<file path="src/rtl/mandel_iter.sv">
// mandel_iter: per-pixel Mandelbrot escape-time engine, one z <- z^2 + c step per clock.
// Ports: clk, rst (async, active-high); start/x0/y0/max_iter form the request, sampled only when idle;
//        busy while iterating; done pulses one cycle; iter/escaped hold the last result until the next finish.
module mandel_iter #(
  parameter int BITS      = 16,
  parameter int ITER_BITS = 8
) (
  input  logic                 clk,
  input  logic                 rst,
  input  logic                 start,
  input  logic [BITS-1:0]      x0,
  input  logic [BITS-2:0]      y0,
  input  logic [ITER_BITS-1:0] max_iter,
  output logic                 busy,
  output logic                 done,
  output logic [ITER_BITS-1:0] iter,
  output logic                 escaped
);

  localparam int F  = BITS - 3;   // fractional bits
  localparam int W  = BITS + 2;   // internal z/c width: 5 integer bits
  localparam int PW = 2 * W;      // full product width

  // |z|^2 escape threshold, 4.0 in the product-aligned format
  localparam logic signed [PW-1:0] ESC_LIMIT = PW'(4) << F;

  typedef enum logic {IDLE, ITER} state_t;

  state_t                state;
  logic signed [W-1:0]   z_x, z_y, c_x, c_y;
  logic [ITER_BITS-1:0]  count, limit;

  // Operands sign-extended to the product width so the products are exact
  logic signed [PW-1:0]  zx_e, zy_e, cx_e, cy_e;
  logic signed [PW-1:0]  xx, yy, xy2, mag;

  assign zx_e = $signed({{W{z_x[W-1]}}, z_x});
  assign zy_e = $signed({{W{z_y[W-1]}}, z_y});
  assign cx_e = $signed({{W{c_x[W-1]}}, c_x});
  assign cy_e = $signed({{W{c_y[W-1]}}, c_y});

  // Floor-shifted products back to F fractional bits; xy2 folds in the factor of two
  assign xx  = (zx_e * zx_e) >>> F;
  assign yy  = (zy_e * zy_e) >>> F;
  assign xy2 = (zx_e * zy_e) >>> (F - 1);
  // Kept at full product width so the magnitude compare can never wrap
  assign mag = xx + yy;

  always_ff @(posedge clk or posedge rst) begin
    if (rst) begin
      state   <= IDLE;
      busy    <= 1'b0;
      done    <= 1'b0;
      iter    <= '0;
      escaped <= 1'b0;
      z_x     <= '0;
      z_y     <= '0;
      c_x     <= '0;
      c_y     <= '0;
      count   <= '0;
      limit   <= '0;
    end else begin
      done <= 1'b0;
      case (state)
        IDLE: begin
          if (start) begin
            c_x   <= {{2{x0[BITS-1]}}, x0};
            c_y   <= {{3{y0[BITS-2]}}, y0};
            limit <= max_iter;
            z_x   <= '0;
            z_y   <= '0;
            count <= '0;
            busy  <= 1'b1;
            state <= ITER;
          end
        end
        ITER: begin
          if (mag >= ESC_LIMIT) begin
            iter    <= count;
            escaped <= 1'b1;
            done    <= 1'b1;
            busy    <= 1'b0;
            state   <= IDLE;
          end else if (count == limit) begin
            // Limit is checked before the increment, so count never wraps
            iter    <= count;
            escaped <= 1'b0;
            done    <= 1'b1;
            busy    <= 1'b0;
            state   <= IDLE;
          end else begin
            // Results fit in W bits whenever this branch is taken (|z|<2, |c|<4)
            z_x   <= W'(xx - yy + cx_e);
            z_y   <= W'(xy2 + cy_e);
            count <= count + 1'b1;
          end
        end
      endcase
    end
  end

endmodule

</file>
<file path="config.mk">
export PLATFORM = sky130hd
export DESIGN_NAME = mandel_iter
export DESIGN_NICKNAME = d
export VERILOG_FILES = /design/src/rtl/mandel_iter.sv
export SDC_FILE = /design/constraint.sdc
export NUM_CORES = 2
export LEC_CHECK = 0
export BUFFER_PORTS_ARGS = -buffer_cell sky130_fd_sc_hd__buf_2
export CORE_UTILIZATION = 40
export CTS_BUF_LIST = sky130_fd_sc_hd__clkbuf_16
export CTS_CLUSTER_DIAMETER = 60
export DETAILED_ROUTE_END_ITERATION = 16
export PLACE_DENSITY = 0.62
export REMOVE_ABC_BUFFERS = 1
export SETUP_SLACK_MARGIN = 0.5
export SLEW_MARGIN = 20
export SYNTH_ARGS = -nofsm -noshare
export SYNTH_HDL_FRONTEND = slang
export SYNTH_SLANG_ARGS = --single-unit
</file>
<file path="constraint.sdc">
create_clock -name clk -period 9.1 [get_ports clk]
set_input_delay 0.91 -clock clk [delete_from_list [all_inputs] [get_ports clk]]
set_output_delay 0.91 -clock clk [all_outputs]
set_load 0.02 [all_outputs]
</file>
==> results.cfg <==
[run_status]
run_status = finished with violations
violations = negative setup slack

[global_route]
gr-total-overflow = 0
grt_usage_pct = 20.6
grt_max_degree = 58
grt_pass1_wl_um = 157000
grt_antenna_before_repair = 1
grt_pass1_vias = 29726

[job]
max-cap-violations = 0

[final_layout]
drive_gt1_share_pct = 17.2
diodes = 0
fillers = 9120
area_growth_pct = 16.5
final_nets = 5832

[synth]
synth_area_um2 = 38300
synth_warnings = 0
synth_area_leaders = fa_1 (46%), ha_1 (11%), inv_1 (11%), dfrtp_1 (6.2%), nand2_1 (5.0%)
yosysUniqueCellTypes = 99
synth-seq-cells = 95
ys.flop_type = dfrtp_1
synth_cells = 4162
synth_top_area_share_pct = 45.8
synth_area_leader_cell = fa_1
async_flop_share_pct = 100
synth-edff-count = 0
ys_seq_area_share_pct = 6.20
postSynthAreaPerCell_um2 = 9.21

[cts]
cts.clk_slew.worst_paths_ns = 0.10
cts_max_level = 3
cts_tree = yes
cts_root_buf = clkbuf_16
clk_path_buf_depth = 2
cts.sinks = 95
hold_buffers = 0
cts_made_buffers = 9
clk_latency_ns = 0.44

[sta]
finalCritPeriodShare_pct = 102
timing.fmax_mhz = 108
hold_slack_ns = 0.498
setup_viol = 50
finalHoldViolations = 0
worst_pin_slew_ns = 0.940
tns_ns = -5.25
relSlewSlack_pct = 37.3
rsz0062_at_grt = yes
slew_viol_final = 0
post-route-min-period_ns = 9.29
fin_ws_ns = -0.186
fin_skew_ns = 0.0318

[critical_path]
critical_path.endpoint = z_y[3]
slowest_delay_ns = 0.57
crit_path_top_delay_cell = fa_1
cp_common_cell = fa_1
rr_startpoint = z_x[10]
cp-start-kind = flip-flop
path_max_fanout = 15
critPathKind = reg -> reg
reg2regPathDepth = 32
cp-end-kind = flip-flop
critical_path.startpoint = z_x[10]
regToRegEndpoint = z_y[3]
cp.required_ns = 9.44
rrSetupSlack_ns = -0.19
cp.arrival_ns = 9.63

[placement]
port_buffers = 52
routabilityCongestion = 0.881
post-place-ws_ns = -0.662
place_hpwl_um = 80500

[drt]
wirelength_um = 96900
drc = 0
vias = 28323
firstDrtPassIters = 5
vias_per_cell = 4.85
wl_per_cell_um = 16.6
antenna_left = 0
drt_iter0_drc = 1637

[floorplan]
die_w_um = 312
core_um2 = 95000
die_area_um2 = 97000
io_pins = 53
start_util_pct = 40.3
fp-row-count = 113
die_y_um = 312

[worst_hold_path]
hp-class = reg -> reg
min_path_cells = 1
worst min-delay path by stage:
stage,slack [ns],start,end
2_1_floorplan,0.48,c_x[10],c_x[10]
3_3_place_gp,0.49,busy,busy
3_5_place_dp,0.48,busy,busy
4_1_cts,0.50,busy,busy
5_1_grt,0.53,c_x[3],c_x[3]
6_report,0.50,busy,busy
synth_stat cells, types with 19 or more instances:
| master | n |
|---|---|
| nand3_1 | 25 |
| clkbuf_1 | 145 |
| xor2_1 | 39 |
| nor2_1 | 130 |
| xnor2_1 | 111 |
| nand2b_1 | 19 |
| o21ai_0 | 45 |
| a21o_1 | 34 |
| nor3_1 | 25 |
| a21oi_1 | 86 |
| mux2_2 | 50 |
| nand2_1 | 507 |
| inv_1 | 1145 |
| and2_1 | 183 |
| fa_1 | 877 |
| ha_1 | 346 |
| mux2i_1 | 44 |
| dfrtp_1 | 95 |
critical path: cells and delay by family (launching register included):
kind / cells / cell delay, ns
adders and majority gates: 8 / 3.61
AOI/OAI and AO/OA: 7 / 1.97
and+or+nand+nor: 8 / 1.71
buffers and inverters: 7 / 0.98
DFF: 1 / 0.42
xor gates and xnor gates: 1 / 0.22
muxes: 1 / 0.20
through the flow:
| step | utilization [%] | cells | instance area (µm²) |
|---|---|---|---|
| 2_1_floorplan | - | 4001 | 37700 |
| 3_3_place_gp | 45.2 | 5770 | 43000 |
| 3_5_place_dp | 45.2 | 5770 | 43000 |
| 4_1_cts | 46.5 | 5823 | 44200 |
| 5_1_grt | 47.0 | 5837 | 44600 |
| 6_report | 47.0 | 5837 | 44600 |
cells by family after synthesis:
kind of cell,count (synthesis),synth area share [%]
and+or+nand+nor,970,11.7
AOI/OAI and AO/OA,316,5.67
DFF,95,6.20
xor gates and xnor gates,155,3.69
adders and majority gates,1223,57.1
buffers and inverters,1308,12.9
muxes,95,2.65
metal layers:
metal / global-route usage [%] / up-vias / routed length (µm)
met5: 0 / - / 0
met4: 5.30 / 0 / 2700
met3: 2.80 / 103 / 5190
met2: 33.6 / 626 / 46300
met1: 28.9 / 14466 / 42600
li1: - / 13128 / -
sequential cells by signal (all words and copies together) (netlist names), 8 cells and up:
| signal | flops |
|---|---|
| c_x | 16 |
| c_y | 15 |
| count | 8 |
| iter | 8 |
| limit | 8 |
| z_x | 18 |
| z_y | 18 |
repair_timing:
item                                    4_1_cts  5_1_grt
endpoints found under the setup margin       56       56
gates cloned                                  3        3
buffers inserted                             34       11
resized for setup                           134       63
pin swaps                                    37       44
layout make-up:
type,instances,area (µm²),share of cell area (%)
clock buffer,9,225,0.505
clock inverter,7,81.3,0.182
inverter,1147,4310,9.66
multi-input combinational,2759,31600,70.8
sequential,95,2400,5.38
tap,1265,1580,3.55
timing repair buffer,555,4420,9.90
cells in the final DEF (no fill, tap or decap), types with 52 or more instances in the layout:
| cell | synthesis | layout |
|---|---|---|
| buf_2 | 7 | 52 |
| and2_1 | 183 | 176 |
| a21oi_1 | 86 | 71 |
| xnor2_1 | 111 | 105 |
| buf_4 | 3 | 455 |
| ha_1 | 346 | 336 |
| dfrtp_1 | 95 | 77 |
| nand2_1 | 507 | 499 |
| inv_1 | 1145 | 1138 |
| fa_1 | 877 | 868 |
| nor2_1 | 130 | 126 |
Power is left out: the tool's default activity adds up to more than one toggle a clock period on the data nets, which glitch-free logic cannot reach.
